===== src/rtl/key_bounce_gen.sv =====
// key_bounce_gen: turns clean press/release commands into a bouncing active-low key line
// with LFSR-driven toggle gaps, deterministic from reset.
module key_bounce_gen #(
    parameter int          BOUNCE_CYC = 250_000,
    parameter int          CNT_W      = 20,
    parameter int          GAP_W      = 8,
    parameter logic [15:0] SEED       = 16'hACE1
) (
    input  logic       clk,
    input  logic       rst,
    input  logic       cmd_valid,
    input  logic       cmd_press,
    output logic       cmd_ready,
    output logic       key_out,
    output logic       settled,
    output logic       done,
    output logic [7:0] bounce_cnt
);
    localparam int GW = GAP_W + 1;
    typedef enum logic [1:0] {UP, BNC_DN, DOWN, BNC_UP} state_t;
    state_t           r_state, w_state_n;
    logic             r_key, w_key_n, r_done, w_done_n;
    logic [CNT_W-1:0] r_win, w_win_n;
    logic [GW-1:0]    r_gap, w_gap_n, w_gap_ld, w_gap_dec;
    logic [7:0]       r_cnt, w_cnt_n;
    logic [15:0]      r_lfsr;
    logic             w_bnc, w_accept, w_redund;
    assign w_bnc     = (r_state == BNC_DN) || (r_state == BNC_UP);
    assign w_accept  = cmd_valid && !w_bnc;
    assign w_redund  = (r_state == UP) ? !cmd_press : cmd_press;
    assign w_gap_ld  = GW'(r_lfsr[GAP_W-1:0]) + GW'(1);
    assign w_gap_dec = r_gap - GW'(1);
    always_comb begin
        w_state_n = r_state;
        w_key_n   = r_key;
        w_win_n   = r_win;
        w_gap_n   = r_gap;
        w_cnt_n   = r_cnt;
        w_done_n  = 1'b0;
        if (w_accept) begin
            if (w_redund) begin
                w_done_n = 1'b1;
            end else begin
                w_state_n = (r_state == UP) ? BNC_DN : BNC_UP;
                w_key_n   = !r_key;
                w_win_n   = CNT_W'(BOUNCE_CYC - 1);
                w_gap_n   = w_gap_ld;
                w_cnt_n   = 8'd0;
            end
        end else if (w_bnc) begin
            if (r_win == '0) begin
                // final level wins over any toggle due on the expiry edge
                w_state_n = (r_state == BNC_DN) ? DOWN : UP;
                w_key_n   = (r_state == BNC_UP);
                w_done_n  = 1'b1;
            end else begin
                w_win_n = r_win - CNT_W'(1);
                w_gap_n = w_gap_dec;
                if (w_gap_dec == '0) begin
                    w_key_n = !r_key;
                    w_cnt_n = (&r_cnt) ? r_cnt : r_cnt + 8'd1;
                    w_gap_n = w_gap_ld;
                end
            end
        end
    end
    always_ff @(posedge clk) begin
        if (rst) begin
            r_state <= UP;
            r_key   <= 1'b1;
            r_win   <= '0;
            r_gap   <= '0;
            r_cnt   <= 8'd0;
            r_done  <= 1'b0;
            r_lfsr  <= SEED;
        end else begin
            r_state <= w_state_n;
            r_key   <= w_key_n;
            r_win   <= w_win_n;
            r_gap   <= w_gap_n;
            r_cnt   <= w_cnt_n;
            r_done  <= w_done_n;
            r_lfsr  <= {r_lfsr[14:0], r_lfsr[15] ^ r_lfsr[13] ^ r_lfsr[12] ^ r_lfsr[10]};
        end
    end
    assign cmd_ready  = !w_bnc;
    assign settled    = !w_bnc;
    assign key_out    = r_key;
    assign done       = r_done;
    assign bounce_cnt = r_cnt;
endmodule

===== config.mk =====
export PLATFORM = sky130hd
export DESIGN_NAME = key_bounce_gen
export DESIGN_NICKNAME = d
export VERILOG_FILES = /design/src/rtl/key_bounce_gen.sv
export SDC_FILE = /design/constraint.sdc
export NUM_CORES = 1
export LEC_CHECK = 0
export CORE_MARGIN = 5
export CORE_UTILIZATION = 50
export DETAILED_ROUTE_END_ITERATION = 16
export PLACE_DENSITY = 0.71
export RECOVER_POWER = 50
export SETUP_SLACK_MARGIN = 0.2
export SLEW_MARGIN = 20
export SYNTH_ARGS = -nofsm -noshare
export SYNTH_HDL_FRONTEND = slang
export SYNTH_SLANG_ARGS = --single-unit

===== constraint.sdc =====
create_clock -name clk -period 4.34 [get_ports clk]
set_input_delay 0.868 -clock clk [delete_from_list [all_inputs] [get_ports clk]]
set_output_delay 0.868 -clock clk [all_outputs]
set_load 0.005 [all_outputs]

==> results of run 1 <==
cell type report:
cell class	count	area, um^2	share of cell area, %
Multi-Input combinational cell	228	1485	47.46
Timing Repair Buffer	19	176.4	5.638
Tap cell	72	90.09	2.879
Clock inverter	3	40.04	1.279
Clock buffer	12	155.1	4.958
Sequential cell	57	1141	36.47
Inverter	11	41.29	1.319
Yosys cell counts (2+ instances only):
cell / number
xor2_1: 17
ha_1: 5
or2_2: 7
nand2_1: 15
o21ai_0: 21
or3_1: 11
clkbuf_1: 6
nand4b_1: 5
a21oi_1: 22
a311oi_1: 3
o31ai_1: 6
buf_2: 2
nor4_1: 8
mux2i_1: 3
dfxtp_1: 57
nand4_1: 6
nor3b_1: 2
inv_1: 11
nor2b_1: 8
nor3_1: 8
a31oi_1: 8
nand3_1: 15
xnor2_1: 7
or4_1: 6
nor2_1: 19
and3_1: 3
a211oi_1: 4
buf_6: 4
worst max-delay path, cell delays in order:
cell and delay, ns:
clkdlybuf4s50_1 0.49, nor2b_1 0.13, buf_4 0.19, nand2_1 0.27, a31oi_2 0.61, nand3_1 0.29
or4_1 0.47, a31oi_1 0.16
layer usage:
metal | wire [um] | track usage, % | share of wire [%]
met3 | 267 | 5.692 | 4.5
met2 | 2910 | 28.90 | 49
met4 | 67 | 6.763 | 1.1
met1 | 2686 | 22.10 | 45
met5 | 0 | 0 | 0
sequential cells by signal (all words and copies together) (netlist names):
signal,count
r_win,20
r_lfsr,16
r_gap,9
bounce_cnt,8
r_state,2
done,1
key_out,1
worst min-delay path by stage:
stage	from	endpoint	slack, ns
floorplan	r_lfsr[9]	r_lfsr[10]	0.39
global placement	r_lfsr[9]	r_lfsr[10]	0.39
detailed placement	r_lfsr[14]	r_lfsr[15]	0.40
CTS	r_lfsr[14]	r_lfsr[15]	0.41
global route	r_lfsr[14]	r_lfsr[15]	0.43
finish	r_lfsr[14]	r_lfsr[15]	0.41
cells in the final DEF (no fill, tap or decap), types with 3 or more instances in the layout:
master | netlist | final
a21oi_1 | 22 | 23
clkbuf_8 | 1 | 11
ha_1 | 5 | 5
inv_1 | 11 | 11
nand2_1 | 15 | 15
nor2b_1 | 8 | 8
mux2i_1 | 3 | 3
nor3_1 | 8 | 8
dlygate4sd3_1 | 0 | 13
nor2_1 | 19 | 19
or4_1 | 6 | 6
a31oi_1 | 8 | 8
dfxtp_1 | 57 | 57
a311oi_1 | 3 | 3
a211oi_1 | 4 | 4
o31ai_1 | 6 | 6
xor2_1 | 17 | 17
nor4_1 | 8 | 8
or2_2 | 7 | 7
xnor2_1 | 7 | 7
or3_1 | 11 | 11
nand3_1 | 15 | 15
nand4_1 | 6 | 6
and3_1 | 3 | 3
o21ai_0 | 21 | 21
buf_4 | 1 | 3
nand4b_1 | 5 | 5
per-stage QoR:
| stage | power (W) | cells | area [um^2] |
|---|---|---|---|
| after floorplan | 0.001006 | 311 | 2774 |
| final | 0.001574 | 402 | 3129 |
| after global placement | 0.001085 | 387 | 2942 |
| after CTS | 0.001590 | 402 | 3137 |
| after global routing | 0.001678 | 402 | 3129 |
| after detailed placement | 0.001092 | 387 | 2942 |
kinds of logic (layout without fill, tap and decap cells):
logic type / count (synthesis) / in the layout / share of synthesized area (%)
compound gates: 77 / 77 / 18.04
xor+xnor: 24 / 24 / 7.578
fa+ha+maj: 5 / 5 / 2.255
buf+inv: 26 / 45 / 5.187
flops: 57 / 57 / 41.14
mux: 3 / 3 / 1.083
simple gates: 119 / 119 / 24.72
power breakdown:
group          internal (W)  leakage (nW)  switching [W]
Combinational      0.000177         0.590       0.000252
Sequential         0.000586         0.469      0.0000714
Clock              0.000291         0.102       0.000197
Total               0.00105          1.16       0.000519
==> impl_summary.md, run 1 <==
Status
The run finished, with violations left. The checks that failed: capacitance limit, slew limit.

Synth
Counting every net in the synthesized netlist gives 320. The count of cell types in the netlist is 50. The number of enable-type register cells in the synthesized netlist is 0. A synthesized cell averages roughly 8.9 um^2. Ranked by total cell area, the synthesized netlist is headed by dfxtp_1 (41%), xor2_1 (5.4%), a21oi_1 (4.0%). The most frequently used flop master after synthesis is dfxtp_1. The Yosys step of the flow raised 0 warnings. The top cell type by area accounts for 41.14% of the synthesized area. The post-synthesis instance total is 311. The synthesized design contains 57 register bits.

The combined area of all synthesized cells is 2774 um^2. dfxtp_1 takes more of the synthesized area than any other cell. In the synthesized netlist the async set-or-reset flop fraction comes to 0%. For this run, the register share of the synthesized area comes to 41.14%.

CTS
TritonCTS built the clock tree. Post-CTS repair changed the size of 0 cells. The clock tree root buffer cell is clkbuf_8. Clock tree synthesis found a total of between 50 and 60 sinks. The maximum buffer depth of the clock tree is 2.

The clock slew seen by the registers of the worst setup and hold paths is 0.06 ns. The number of buffers inserted to repair setup after CTS is 0. Clock latency on the worst-skew pair, taken at its later pin, is 0.33 ns.

The H-tree depth is 3. The number of buffers inserted for hold repair after clock tree synthesis is 0. The number of clock buffers inserted by TritonCTS is 9.

Detailed routing
Using the TritonRoute via totals, the vias-per-cell ratio works out to around 5.8. The routed wire length is 5931 um. The iteration count of the initial detailed-routing pass is 5.

The count of nets left with antenna violations once routing finished came out at 0. The count of vias placed by the detailed router is roughly 2300. The DRC violation count after routing is 0.

Dividing the detail-routed wire length by the instance count gives 14.75 um. In this run, the number of DRC markers left after iteration 0 of detailed routing was 168.

Timing
The final hold violation count is 0. The least setup slack across all paths after layout is 1.078 ns. The sum of negative setup slack is 0 ns.

Setup violations remaining at the end of the flow were counted as 0. The final hold slack is 0.4056 ns. In this run the tightest slew margin relative to its limit is -0.6291%.

On the final layout, the worst clock skew is 0.007576 ns. The number of max-slew violations in the final report was 37. Setup repair after global routing left no endpoint under its margin. The share of the cycle needed by the critical path after routing is between 70 and 80%. Based on the critical path, the design can be clocked at up to 306.5 MHz.

The transition time at the pin with the least slew margin is roughly 1.5 ns. The shortest period the worst path allows is approximately 3.3 ns.

Placed design
Before CTS, the worst setup slack after placement is 0.7828 ns. Once detailed placement completed, the half-perimeter wirelength came to roughly 4000 um. Input and output buffers added on the ports amount to 15. The congestion estimate from routability-driven global placement came to 0.8450.

Layout
In the final layout, the share of cells above drive strength 1 is 9.697%. The final standard cell utilization of the core is 57.53%. The count of antenna diodes in the layout is 0. The filler cells instantiated in the layout total approximately 490. The final layout contains about 340 nets. Compared with the post-synthesis result, the final layout area differs by 12.81%.

Pwr
The worst-case IR drop observed on VDD is 0.2928 mV. Summed over all cells, the static leakage comes to between 1 and 1.5 nW. The power density normalized to cell area is 503.0 nW/um^2.

Floorplanning
The row count is 27. In this run the count of I/O pins placed on the die edge is 16. In this run the vertical extent of the chip is 84.49 um. The initial core utilization is between 50% and 60%. The core area is 5439 um^2. The die is approximately 84 um wide. The die covers just over 7000 um^2.

Hold path
The type of the tightest min-delay check is flip-flop to flip-flop. The number of instances on the worst hold path is 1.

GRT
The total routing usage reported by global routing is 17.83%. The number of global-route vias before repair is 2274. The largest net degree at the start of global routing is 37. The number of antenna violations at the first check in global routing is 0. The wire length of the first global-routing pass is around 10000 um. The overall overflow remaining after global route is 0.

Setup path
The startpoint identified for the worst register-to-register timing path is r_gap[0]. The logic depth of the worst register-to-register path is 8. Along the worst path, the maximum fanout reaches 13. Tracing the worst setup path back leads to its startpoint at cmd_valid. The worst setup path category is input pin to flip-flop. The capturing element type of the critical path is a flip-flop. STA classifies the critical path startpoint as an input pin. The endpoint arrival time on the critical path is about 3.5 ns. The required time at the worst-slack endpoint is 4.58 ns. The capturing element of the worst setup path is r_win[17].

Across all register-to-register paths, the minimum setup slack is ~1.5 ns. The critical register-to-register path endpoint is bounce_cnt[6].

Job
The tool flagged a number of max-cap violations equal to 1.
Power figures use the tool's default switching activity.
==> run 2: changes to the inputs <==
clock period = 3.1 ns   (was 4.34 ns; I/O delays follow)
==> impl_summary.md, run 2 (synthesis gave the netlist of run 1 again) <==
Status
Result of the run: complete, no violations (was finished with violations).

Layout
The final standard cell utilization of the core was 57.65% (was 57.53%). The count of antenna diodes in the layout is 0 (unchanged). Most used cells in the layout excluding fill and tap cells: dfxtp_1 (57), a21oi_1 (22), o21ai_0 (21) (was dfxtp_1 (57), a21oi_1 (23), o21ai_0 (21)).

Largest regs: r_win: 20 flops, r_lfsr: 16 flops, r_gap: 9 flops (unchanged). The count of filler cells inserted in the layout came to 492 (was 486). The most flop-heavy register is r_win (unchanged).

The layout overhead on the synthesized area was 13.04% (was 12.81%). The most common cell after layout, fill and taps aside is dfxtp_1 (unchanged). The post-layout net count was 338 (was 335). The ratio of cells with drive above 1 in the final layout was 10.51% (was 9.697%).

The number of flip-flops in the largest register came to 20 (unchanged).

CTS
The number of clock buffers inserted by TritonCTS is 9 (unchanged). The maximum buffer depth of the clock tree is 2 (unchanged). The number of sinks on the clock net is 57 (unchanged).

The number of buffers inserted for hold repair after clock tree synthesis is 0 (unchanged). The CTS tree is done (unchanged). The clock tree root buffer cell is clkbuf_8 (unchanged).

The count of cells resized by post-cts repair came to 0 (unchanged). The number of buffers inserted to repair setup after CTS is 0 (unchanged). The H-tree depth is 3 (unchanged).

The clock slew seen by the registers of the worst setup and hold paths is 0.06 ns (about the same). The clock latency at the later pin of the worst-skew pair is 0.34 ns (was 0.33 ns).

Timing
The total setup violations reported at the end of the flow is 0 (unchanged). The final hold violation count came to 0 (unchanged). The smallest clock period supported by the final layout is computed as between 2 and 3 ns. The number of max-slew violations in the final report is 0 (was 37). The transition time at the pin with the least slew margin is 1.485 ns (was 1.509 ns). The worst clock skew on the final layout is 0.007084 ns (was 0.007576 ns). Unrepaired setup endpoints after global routing: false (unchanged).

The sum of negative setup slack is 0 ns (unchanged). For this run, the top clock speed supported by timing is 389.4 MHz. The remaining max-slew budget at the tightest pin came to 0.9784% (was -0.6291%).

The final critical path takes up 82.84% of the cycle.

Pwr
The power density normalized to cell area is 689.1 nW/um^2 (was 503.0 nW/um^2). The fraction of power consumed by combinational cells came to 27.8% (was 27.2%). The net load switching power came to 0.0007190 W (was 0.0005195 W). The total design power is 0.002161 W (was 0.001574 W). The net switching share of the total power is 33.28% (was 33.00%).

The largest vdd supply drop came to 0.5190 mV (was 0.2928 mV). The sequential cell fraction of total power is 42.6% (was 41.8%). The relative contribution of the clock network to total power is 29.6% (was 31.0%). The standby leakage power is 1.167 nW (was 1.161 nW). The internal cell power is 0.001442 W (was 0.001054 W).

Setup path
The reg-to-reg critical path startpoint is r_win[0] (was r_gap[0]). The slowest cell on the critical path is or3b_2 (was a31oi_2). The endpoint arrival time on the critical path is 2.71 ns (was 3.50 ns).

The required time at the worst-slack endpoint is 3.25 ns (was 4.58 ns). The critical register-to-register path endpoint is r_gap[4] (was bounce_cnt[6]). The logic depth of the worst register-to-register path is 8 (unchanged). The type of element launching the critical path is a flip-flop (was input pin). The reg2reg setup slack was 0.53 ns (was 1.47 ns). Crit-path cells: inv_1 > ha_1 > or3b_2 > nor3_1 > a31o_2 > nor4_1 > a221oi_1 > a31oi_1 (was clkdlybuf4s50_1 > nor2b_1 > buf_4 > nand2_1 > a31oi_2 > nand3_1 > or4_1 > a31oi_1). The worst setup path category is flip-flop to flip-flop (was input pin to flip-flop). The delay of the slowest cell on the worst path is 0.53 ns (was 0.61 ns).

The capturing element type of the critical path is a flip-flop (unchanged). The highest fanout seen on the critical path was 16 (was 13).

Hold path
The launch point of the worst hold path is r_lfsr[14] (unchanged). The type of the tightest min-delay check was flip-flop to flip-flop (unchanged). The hold-critical path endpoint is r_lfsr[15] (unchanged). The number of instances on the worst hold path came to 1 (unchanged).

GRT
The total routing usage reported by global routing is 17.68% (was 17.83%). The number of antenna violations at the first check in global routing came to 0 (unchanged). The overall overflow remaining after global route is 0 (unchanged).

The largest net degree at the start of global routing is 37 (unchanged). The wire length of the first global-routing pass is 10260 um (was 10420 um). The number of global-route vias before repair is 2290 (was 2274).

Detailed routing
The DRC violation count after routing is 0 (unchanged). The routed wire length is 5805 um (was 5931 um). The count of vias placed by the detailed router is 2342 (unchanged).

The iteration count of the initial detailed-routing pass was 4 (was 5). The count of nets left with antenna violations after detail routing was 0 (unchanged). The iteration-0 DRC count of the detailed router is 171 (was 168). The post-detailed-route via-to-cell ratio was 5.783 (was 5.826).

The detail-routed net length per standard cell is 14.33 um (was 14.75 um).

Placed design
The detailed-placement wirelength estimate is 4076 um (was 4026 um). The count of input and output buffers came to 15 (unchanged). The final RePlAce weighted congestion was 0.9126 (was 0.8450).

Job
The max-cap violation count is 0 (was 1).

Floorplanning
The width of the die is 84.49 um (unchanged). The core area is 5439 um^2 (unchanged). The I/O pin count was 16 (unchanged). The floorplan die area is 7138 um^2 (unchanged).

The height of the die is 84.49 um (unchanged). The initial core utilization is 51.00% (unchanged). The row count is 27 (unchanged).
[run 2: area by class of cell]
class,instances,area [um^2],area share (%)
Clock buffer,11,131.4,4.190
Tap cell,72,90.09,2.873
Timing Repair Buffer,22,198.9,6.345
Sequential cell,57,1141,36.39
Inverter,11,41.29,1.317
Clock inverter,4,45.04,1.437
Multi-Input combinational cell,228,1488,47.45
[run 2: how the worst max path moves through the flow]
stage,from,end,depth (start not counted)
global placement,cmd_press,bounce_cnt[6],8
detailed placement,cmd_press,bounce_cnt[6],8
floorplan,r_gap[0],bounce_cnt[4],9
global route,r_win[0],r_gap[4],8
finish,r_win[0],r_gap[4],8
CTS,r_gap[0],bounce_cnt[6],8
[run 2: critical path: cells and delay by family, from the launching register on]
family | cells | cell delay [ns]
and+or+nand+nor | 3 | 0.97
AOI/OAI and AO/OA | 3 | 0.77
DFF | 1 | 0.35
adders and majority gates | 1 | 0.21
buffers and inverters | 1 | 0.08
[run 2: through the flow]
| stage | instances | setup WS (ns) | hold WS [ns] | cell area [um^2] |
|---|---|---|---|---|
| 2_1_floorplan | 311 | 0.7788 | 0.3895 | 2774 |
| 3_3_place_gp | 390 | 0.4882 | 0.3922 | 2964 |
| 3_5_place_dp | 390 | 0.4119 | 0.3942 | 2964 |
| 4_1_cts | 405 | 0.4503 | 0.4118 | 3141 |
| 5_1_grt | 405 | 0.3349 | 0.4365 | 3136 |
| 6_report | 405 | 0.5319 | 0.4078 | 3136 |
[run 2: per-layer routing]
metal / vias to the layer above / track usage, % / wire (um)
met3: 14 / 5.888 / 305
met5: - / 0 / 0
li1: 1178 / - / -
met2: 56 / 28.04 / 2728
met1: 1094 / 21.63 / 2619
met4: 0 / 8.201 / 151
[run 2: power by group through the flow]
stage / Combinational, W / Clock, W / Sequential, W
finish: 0.000600 / 0.000640 / 0.000921
global route: 0.000682 / 0.000692 / 0.000938
CTS: 0.000607 / 0.000657 / 0.000918
detailed placement: 0.000602 / 0 / 0.000933
global placement: 0.000595 / 0 / 0.000933
floorplan: 0.000507 / 0 / 0.000901
==> run 3: changes to the inputs <==
PLACE_DENSITY = 0.73   (was 0.71)
clock period = 2.16 ns   (was 3.1 ns; I/O delays follow)
==> impl_summary.md, run 3 (synthesis gave the netlist of run 1 again) <==
Status
Result of the run: finished with violations (was complete, no violations). The checks that failed: setup timing.

Floorplanning
The I/O pin count came to 16 (unchanged). The core area is 5439 um^2 (unchanged). The initial core utilization is 51.00% (unchanged). The height of the die is 84.49 um (unchanged). The width of the die is 84.49 um (unchanged). The row count is 27 (unchanged). The floorplan die area was 7138 um^2 (unchanged).

Timing
The least setup slack across all paths after layout is -0.2655 ns (was 0.5319 ns). Unrepaired setup endpoints after global routing: true (was false). The worst clock skew on the final layout came to 0.006741 ns (was 0.007084 ns). The final hold violation count is 0 (unchanged). The transition time at the pin with the least slew margin came to 0.8002 ns (was 1.485 ns). The share of the cycle needed by the critical path after routing came to 112.3% (was 82.84%). The total setup violations reported at the end of the flow came to 27 (was 0). The number of max-slew violations in the final report is 0 (unchanged).

The shortest period the worst path allows came to 2.426 ns (was 2.568 ns). The remaining max-slew budget at the tightest pin came to 46.66% (was 0.9784%). The highest achievable clock rate was 412.3 MHz (was 389.4 MHz).

Setup path
The critical register-to-register path endpoint is r_gap[8] (was r_gap[4]). The type of element launching the critical path is a flip-flop (unchanged). The worst setup path category was flip-flop to flip-flop (unchanged). The highest fanout seen on the critical path is 6 (was 16). The capturing element type of the critical path is a flip-flop (unchanged). The reg-to-reg critical path startpoint is r_gap[5] (was r_win[0]). The endpoint arrival time on the critical path was 2.70 ns (was 2.71 ns). The capturing element of the worst setup path is r_gap[8] (was r_gap[4]). The required time at the worst-slack endpoint is 2.43 ns (was 3.25 ns). The worst setup path startpoint is r_gap[5] (was r_win[0]). The logic depth of the worst register-to-register path is 8 (unchanged). The reg2reg setup slack came to -0.27 ns (was 0.53 ns).

GRT
The number of antenna violations at the first check in global routing was 0 (unchanged). The total routing usage reported by global routing is 22.77% (was 17.68%). The wire length of the first global-routing pass was 13120 um (was 10260 um). The largest net degree at the start of global routing is 19 (was 37). The overall overflow remaining after global route is 0 (unchanged). The number of global-route vias before repair was 2749 (was 2290).

Layout
The number of flip-flops in the largest register came to 20 (unchanged). The count of antenna diodes in the layout was 0 (unchanged). The layout overhead on the synthesized area is 58.55% (was 13.04%). The ratio of cells with drive above 1 in the final layout was 48.80% (was 10.51%). The count of filler cells inserted in the layout is 308 (was 492). The post-layout net count was 421 (was 338). The most common cell after layout, fill and taps aside was buf_4 (was dfxtp_1).

Largest regs: r_win: 20 flops, r_lfsr: 16 flops, r_gap: 9 flops (unchanged). The number of standard cells in the layout, taps in and fillers out came to 488 (was 405). Most used cells in the layout excluding fill and tap cells: buf_4 (57), dfxtp_1 (46), buf_6 (29) (was dfxtp_1 (57), a21oi_1 (22), o21ai_0 (21)).

The most flop-heavy register is r_win (unchanged).

Pwr
The power density normalized to cell area is 1040 nW/um^2 (was 689.1 nW/um^2). The total design power is 0.004576 W (was 0.002161 W). The standby leakage power was 1.694 nW (was 1.167 nW). The largest vdd supply drop is 0.6795 mV (was 0.5190 mV).

Detailed routing
The count of vias placed by the detailed router is 3166 (was 2342). The count of nets left with antenna violations after detail routing is 0 (unchanged). The routed wire length was 10920 um (was 5805 um).

The iteration-0 DRC count of the detailed router is 376 (was 171). The DRC violation count after routing is 0 (unchanged). The detail-routed net length per standard cell is 22.37 um (was 14.33 um). The iteration count of the initial detailed-routing pass was 6 (was 4). The post-detailed-route via-to-cell ratio is 6.488 (was 5.783).

Placed design
The setup slack at placement came to -0.2494 ns (was 0.4119 ns). The final RePlAce weighted congestion is 0.7824 (was 0.9126). The count of input and output buffers is 15 (unchanged). The post-placement cell count is 440 (was 390). The detailed-placement wirelength estimate is 4839 um (was 4076 um).

Job
The max-cap violation count was 0 (unchanged).

CTS
The CTS tree is done (unchanged). The number of clock buffers inserted by TritonCTS is 9 (unchanged). The H-tree depth is 3 (unchanged).

The maximum buffer depth of the clock tree came to 2 (unchanged). The clock latency at the later pin of the worst-skew pair is 0.35 ns (was 0.34 ns). The clock tree root buffer cell is clkbuf_8 (unchanged). The number of sinks on the clock net came to 57 (unchanged).

The clock slew seen by the registers of the worst setup and hold paths is 0.07 ns (was 0.06 ns).

Hold path
The number of instances on the worst hold path came to 1 (unchanged). The type of the tightest min-delay check is flip-flop to flip-flop (unchanged).
## run 3: changes by cell type in the layout (fill, tap and decap cells not counted), sizes merged
cell	previous run	this run
buf	6	89
clkdlybuf4s50	2	11
dlygate4sd3	13	4
clkbuf	12	14
clkinv	3	1
clkinvlp	0	1
inv	11	10
## run 3: worst min path at each step
stage                     startpoint         end  slack (ns)
final                     r_lfsr[11]  r_lfsr[12]        0.44
after global routing      r_lfsr[14]  r_lfsr[15]        0.46
after CTS                 r_lfsr[14]  r_lfsr[15]        0.42
after detailed placement  r_lfsr[14]  r_lfsr[15]        0.40
after global placement     r_lfsr[9]  r_lfsr[10]        0.39
after floorplan            r_lfsr[9]  r_lfsr[10]        0.39
## run 3: cell type report
class | count | area, um^2 | area share (%)
timing repair buffer | 105 | 948.4 | 21.56
sequential | 57 | 1157 | 26.32
multi-input combinational | 228 | 1938 | 44.07
tap | 72 | 90.09 | 2.048
inverter | 11 | 50.05 | 1.138
clock buffer | 13 | 178.9 | 4.068
clock inverter | 2 | 35.03 | 0.7966
## run 3: timing repair
| action | 4_1_cts | 5_1_grt |
|---|---|---|
| endpoints found under the setup margin | 36 | 41 |
| gates resized for setup | 51 | 69 |
| endpoints found under the hold margin | 0 | 0 |
| buffers inserted | 15 | 17 |
| pin swaps | 37 | 42 |
| gates cloned | 0 | 1 |
| hold buffers | 0 | 0 |
## run 3: worst max-delay path: stages (launching register included)
cell	delay [ns]
dfxtp_4	0.35
buf_4	0.14
nor4_2	0.46
nand3_2	0.19
a2111oi_4	0.40
buf_6	0.21
nor2_4	0.06
or3_1	0.36
a31oi_1	0.16
## run 3: where the power goes
group | total [W] | internal (W) | leakage, nW | switching, W
clock | 0.00109 | 0.000651 | 0.112 | 0.000444
combinational | 0.00215 | 0.00106 | 1.11 | 0.00109
sequential | 0.00133 | 0.00119 | 0.473 | 0.000145
total | 0.00458 | 0.00290 | 1.69 | 0.00168
## run 3: per-stage QoR
step | setup TNS (ns) | area [um^2] | hold slack (ns) | utilization [%]
final | -4.170 | 4398 | 0.4390 | 80.86
after global routing | -6.206 | 4398 | 0.4583 | 80.86
after detailed placement | -4.127 | 3443 | 0.4035 | 63.31
after CTS | -0.7684 | 3963 | 0.4199 | 72.85
after floorplan | -0.02689 | 2878 | 0.3895 | -
after global placement | -2.446 | 3443 | 0.3922 | 63.31
## run 3: layer usage
metal  vias up  GRT usage, %  share of wire [%]
li1       1335             -                  -
met1      1508         29.46                 38
met2       226         35.87                 47
met3        97         3.827                7.9
met4         0         12.81                7.2
met5         -             0                  0
==> edit 1 (settings of run 2) <==
Re-encode `state_t` (4 states) as one-hot, 4 bits wide.
--- a/src/rtl/key_bounce_gen.sv
+++ b/src/rtl/key_bounce_gen.sv
@@ -19,3 +19,3 @@
     localparam int GW = GAP_W + 1;
-    typedef enum logic [1:0] {UP, BNC_DN, DOWN, BNC_UP} state_t;
+    typedef enum logic [3:0] {UP = 4'b0001, BNC_DN = 4'b0010, DOWN = 4'b0100, BNC_UP = 4'b1000} state_t;
     state_t           r_state, w_state_n;
Function: same outputs for any inputs over 10 cycles, from zero or initial values and one cycle with rst high; not proved beyond that.
==> edit 1 against run 2 <==
- the flow now finishes with violations (capacitance limit, slew limit)
- routed wire length up 14%
- power is 2.8% lower
- via count up 12%
- design area rose by 7.5%
- sequential cell count grew 2
- non-clock buffer count shrank 3
- worst setup slack worse by 0.086 ns
- synthesized area rose by 9.6%
- largest cell class unchanged
- highest routed layer unchanged
==> edit 1: results (changes against run 2) <==
xor/xnor share of the synthesized area 7.78% (was 7.58%); top cell types by occurrence after synthesis sky130_fd_sc_hd__dfxtp_1, sky130_fd_sc_hd__nor2_1, sky130_fd_sc_hd__a21oi_1 (was sky130_fd_sc_hd__dfxtp_1, sky130_fd_sc_hd__a21oi_1, sky130_fd_sc_hd__o21ai_0); via total after detailed routing 2,623 (was 2,342); endpoint of the worst-slack reg-to-reg timing path bounce_cnt[6] (was r_gap[4]); portion of netlist area occupied by mux cells 0.329% (was 1.08%); max_slew headroom -3.45% (was 0.978%); Clock buf/inv share 4.75% (was 5.63%); area of the multi-input gates 1720 sq um (was 1490 sq um); share of total power consumed by net switching 34.5% (was 33.3%); adder and majority cell fraction of the synthesized area 2.06% (was 2.26%); post-synthesis sequential area ratio 38.9% (was 41.1%); synthesized net count 358 (was 320); Power Density 623 nW/um^2 (was 689 nW/um^2); share of layout cells above drive strength 1 10.2% (was 10.5%); final non-filler cell total 438 (was 405); pin count of the biggest net entering global routing 38 (was 37); detailed router's first-iteration violation count 173 (was 171); highest ir drop seen on vdd 0.377 mV (was 0.519 mV); number of global-route vias before repair 2,316 (was 2,290); gate family responsible for the most delay along the worst path compound AO/OA/AOI/OAI gates (was simple AND/OR/NAND/NOR gates); violations in the final reports capacitance limit, slew limit; max-slew violations 38 (was 0); number of max-capacitance violations reported 1 (was 0); cell total after placement 423 (was 390); Logic power comb 0.590 mW (was 0.600 mW); biggest fanout along the worst timing path 18 (was 16); outcome finished with violations (was complete, no violations); Signal inverters 12 (was 11); NonClk Buf Share 5.23% (was 6.34%)
-- edit 1: cell types whose count changed in the layout (fill, tap and decap cells not counted), sizes merged, moves of 4 or more --
cell	run 2	this run
nor2	20	29
a31oi	9	3
nor3	8	14
or3	11	2
nand2b	0	5
xnor2	7	15
nor4	8	4
nand4b	5	0
xor2	17	12
-- edit 1: worst max-delay path by stage --
stage                         start       endpoint  slack [ns]
after floorplan            r_gap[0]  bounce_cnt[3]        0.74
after global placement    cmd_press  bounce_cnt[3]        0.40
after detailed placement  cmd_press  bounce_cnt[5]        0.37
after CTS                  r_gap[2]  bounce_cnt[6]        0.47
after global routing       r_gap[2]  bounce_cnt[3]        0.26
final                      r_gap[0]  bounce_cnt[6]        0.45
-- edit 1: layer usage --
layer / part of all wire [%] / track usage [%] / wire [um] / vias up
met4: 1.8 / 6.42 / 116 / 0
met2: 45 / 27.4 / 2970 / 63
met5: 0 / 0 / 0 / -
li1: - / - / - / 1303
met1: 47 / 24.6 / 3120 / 1249
met3: 6.1 / 5.83 / 406 / 8
==> edit 2 (config.mk and constraints of run 2) <==
Made on the original files. Set the parameter `GAP_W` to 12 (it was 8).
--- a/src/rtl/key_bounce_gen.sv
+++ b/src/rtl/key_bounce_gen.sv
@@ -5,3 +5,3 @@
     parameter int          CNT_W      = 20,
-    parameter int          GAP_W      = 8,
+    parameter int          GAP_W      = 12,
     parameter logic [15:0] SEED       = 16'hACE1
Formal check against the unedited RTL: same outputs for any inputs over 10 cycles, from zero or initial values and one cycle with rst high; that may be too few to reach the edited logic, so the function may still have changed.
==> edit 2 against run 2 <==
- design area grew 16%
- routed wire length grew 24%
- largest power group unchanged
- the run now ends with capacitance limit, slew limit left
- synthesized cell count grew 22%
- highest routed layer unchanged
- sequential share of layout area shrank 2.9 points
- maximum frequency shrank 9.0%
- critical endpoint is now bounce_cnt[6]
- critical path type unchanged
- clock skew grew 0.0011 ns
- power grew 5.7%
- worst setup slack lost 0.25 ns
- sequential cell count grew 4
- synthesized area grew 16%
==> edit 2: results (changes against run 2) <==
cell total after placement 460 (was 390); Filler Cells Inserted 578 (was 492); cells resized by post-CTS repair 1 (was 0); adder and majority cell fraction of the synthesized area 1.94% (was 2.26%); max-slew violations 37 (was 0); compound-gate portion of the synthesized area 17.4% (was 18.0%); cell types with the largest area share after synthesis sky130_fd_sc_hd__dfxtp_1, sky130_fd_sc_hd__xnor2_1, sky130_fd_sc_hd__nor2_1, sky130_fd_sc_hd__xor2_1, sky130_fd_sc_hd__nand2_1 (was sky130_fd_sc_hd__dfxtp_1, sky130_fd_sc_hd__xor2_1, sky130_fd_sc_hd__a21oi_1, sky130_fd_sc_hd__o21ai_0, sky130_fd_sc_hd__nand3_1); share of total power consumed by net switching 34.0% (was 33.3%); number of max-capacitance violations reported 1 (was 0); number of buffers created by CTS 9 (unchanged); highest ir drop seen on vdd 0.397 mV (was 0.519 mV); outcome finished with violations (was complete, no violations); arrival time of data at the critical path endpoint 3.09 ns (was 2.71 ns); HPWL Detailed 5.00 mm (was 4.08 mm); Worst setup endpoint bounce_cnt[6] (was r_gap[4]); average wire length per cell after detail routing 15.1 um (was 14.3 um); number of global-route vias before repair 2,550 (was 2,290); biggest fanout along the worst timing path 10 (was 16); GRT Overall Usage 18.1% (was 17.7%); post-detailed-placement cell area 3450 sq um (was 2960 sq um); violations in the final reports capacitance limit, slew limit; first element of the critical path r_gap[1] (was r_win[0]); fin nets 405 (was 338); LEAKAGE 1.32 nW (was 1.17 nW); gate family responsible for the most delay along the worst path compound AO/OA/AOI/OAI gates (was simple AND/OR/NAND/NOR gates); post-synthesis sequential area ratio 37.9% (was 41.1%); registers with the most flip-flops r_win: 20 flops, r_lfsr: 16 flops, r_gap: 13 flops (was r_win: 20 flops, r_lfsr: 16 flops, r_gap: 9 flops); setup slack of the worst register-to-register path 0.28 ns (was 0.53 ns); skew final 0.00816 ns (was 0.00708 ns); final non-filler cell total 477 (was 405); vias per cell 5.85 (was 5.78); slew of the pin with the lowest slew margin 1.56 ns (was 1.49 ns); gpl congestion 0.856 (was 0.913); top cell types by occurrence after synthesis sky130_fd_sc_hd__dfxtp_1, sky130_fd_sc_hd__nor2_1, sky130_fd_sc_hd__nand2_1 (was sky130_fd_sc_hd__dfxtp_1, sky130_fd_sc_hd__a21oi_1, sky130_fd_sc_hd__o21ai_0); count of distinct cell types in the synthesized netlist 57 (was 50); synthesized net count 389 (was 320); worst r2r path cells 7 (was 8)
edit 2: cell count changes after synthesis, sizes merged, moves of 8 or more:
cell / delta
clkbuf: +11
nand2: +11
nor2: +11
nor3: +8
xnor2: +14
edit 2: per-layer routing:
metal	vias up	global-route usage, %	part of all wire [%]
met5	-	0	0
met4	0	6.82	1.6
met3	12	5.00	4.1
met2	46	29.8	49
met1	1323	22.4	46
li1	1411	-	-
edit 2: cell families (layout without fill, tap and decap cells):
kind of cell,Yosys count,count (layout)
buffers and inverters,36,56
and+or+nand+nor,159,159
muxes,7,7
adders and majority gates,5,5
xor gates and xnor gates,33,33
DFF,61,61
AOI/OAI and AO/OA,79,79
edit 2: cell type report:
class / count / area share (%)
well taps: 77 / 2.64
multi-input cells: 283 / 50.9
flip-flops and latches: 61 / 33.5
repair buffers: 29 / 6.79
clock buffers: 14 / 4.74
inverters: 12 / 1.24
clock inverters: 1 / 0.137
edit 2: power by group through the flow:
stage,logic (mW),registers (mW),clock network (mW)
after floorplan,0.541,0.942,0
final,0.662,0.975,0.647
after CTS,0.650,0.971,0.662
after detailed placement,0.641,0.987,0
after global placement,0.633,0.982,0
after global routing,0.740,0.988,0.698
edit 2: metrics by stage:
stage	power, mW	hold WS, ns	setup slack [ns]
floorplan	1.48	0.389	0.325
global placement	1.62	0.394	0.235
detailed placement	1.63	0.394	0.108
CTS	2.28	0.413	0.228
global route	2.43	0.425	0.113
finish	2.28	0.411	0.279
edit 2: how the worst min path moves through the flow:
stage                             to  slack, ns  cells after the start
after floorplan           r_lfsr[15]       0.39                      1
after global placement    r_lfsr[15]       0.39                      1
after detailed placement  r_lfsr[15]       0.39                      1
after CTS                 r_lfsr[15]       0.41                      1
after global routing      r_lfsr[15]       0.42                      1
final                     r_lfsr[15]       0.41                      1
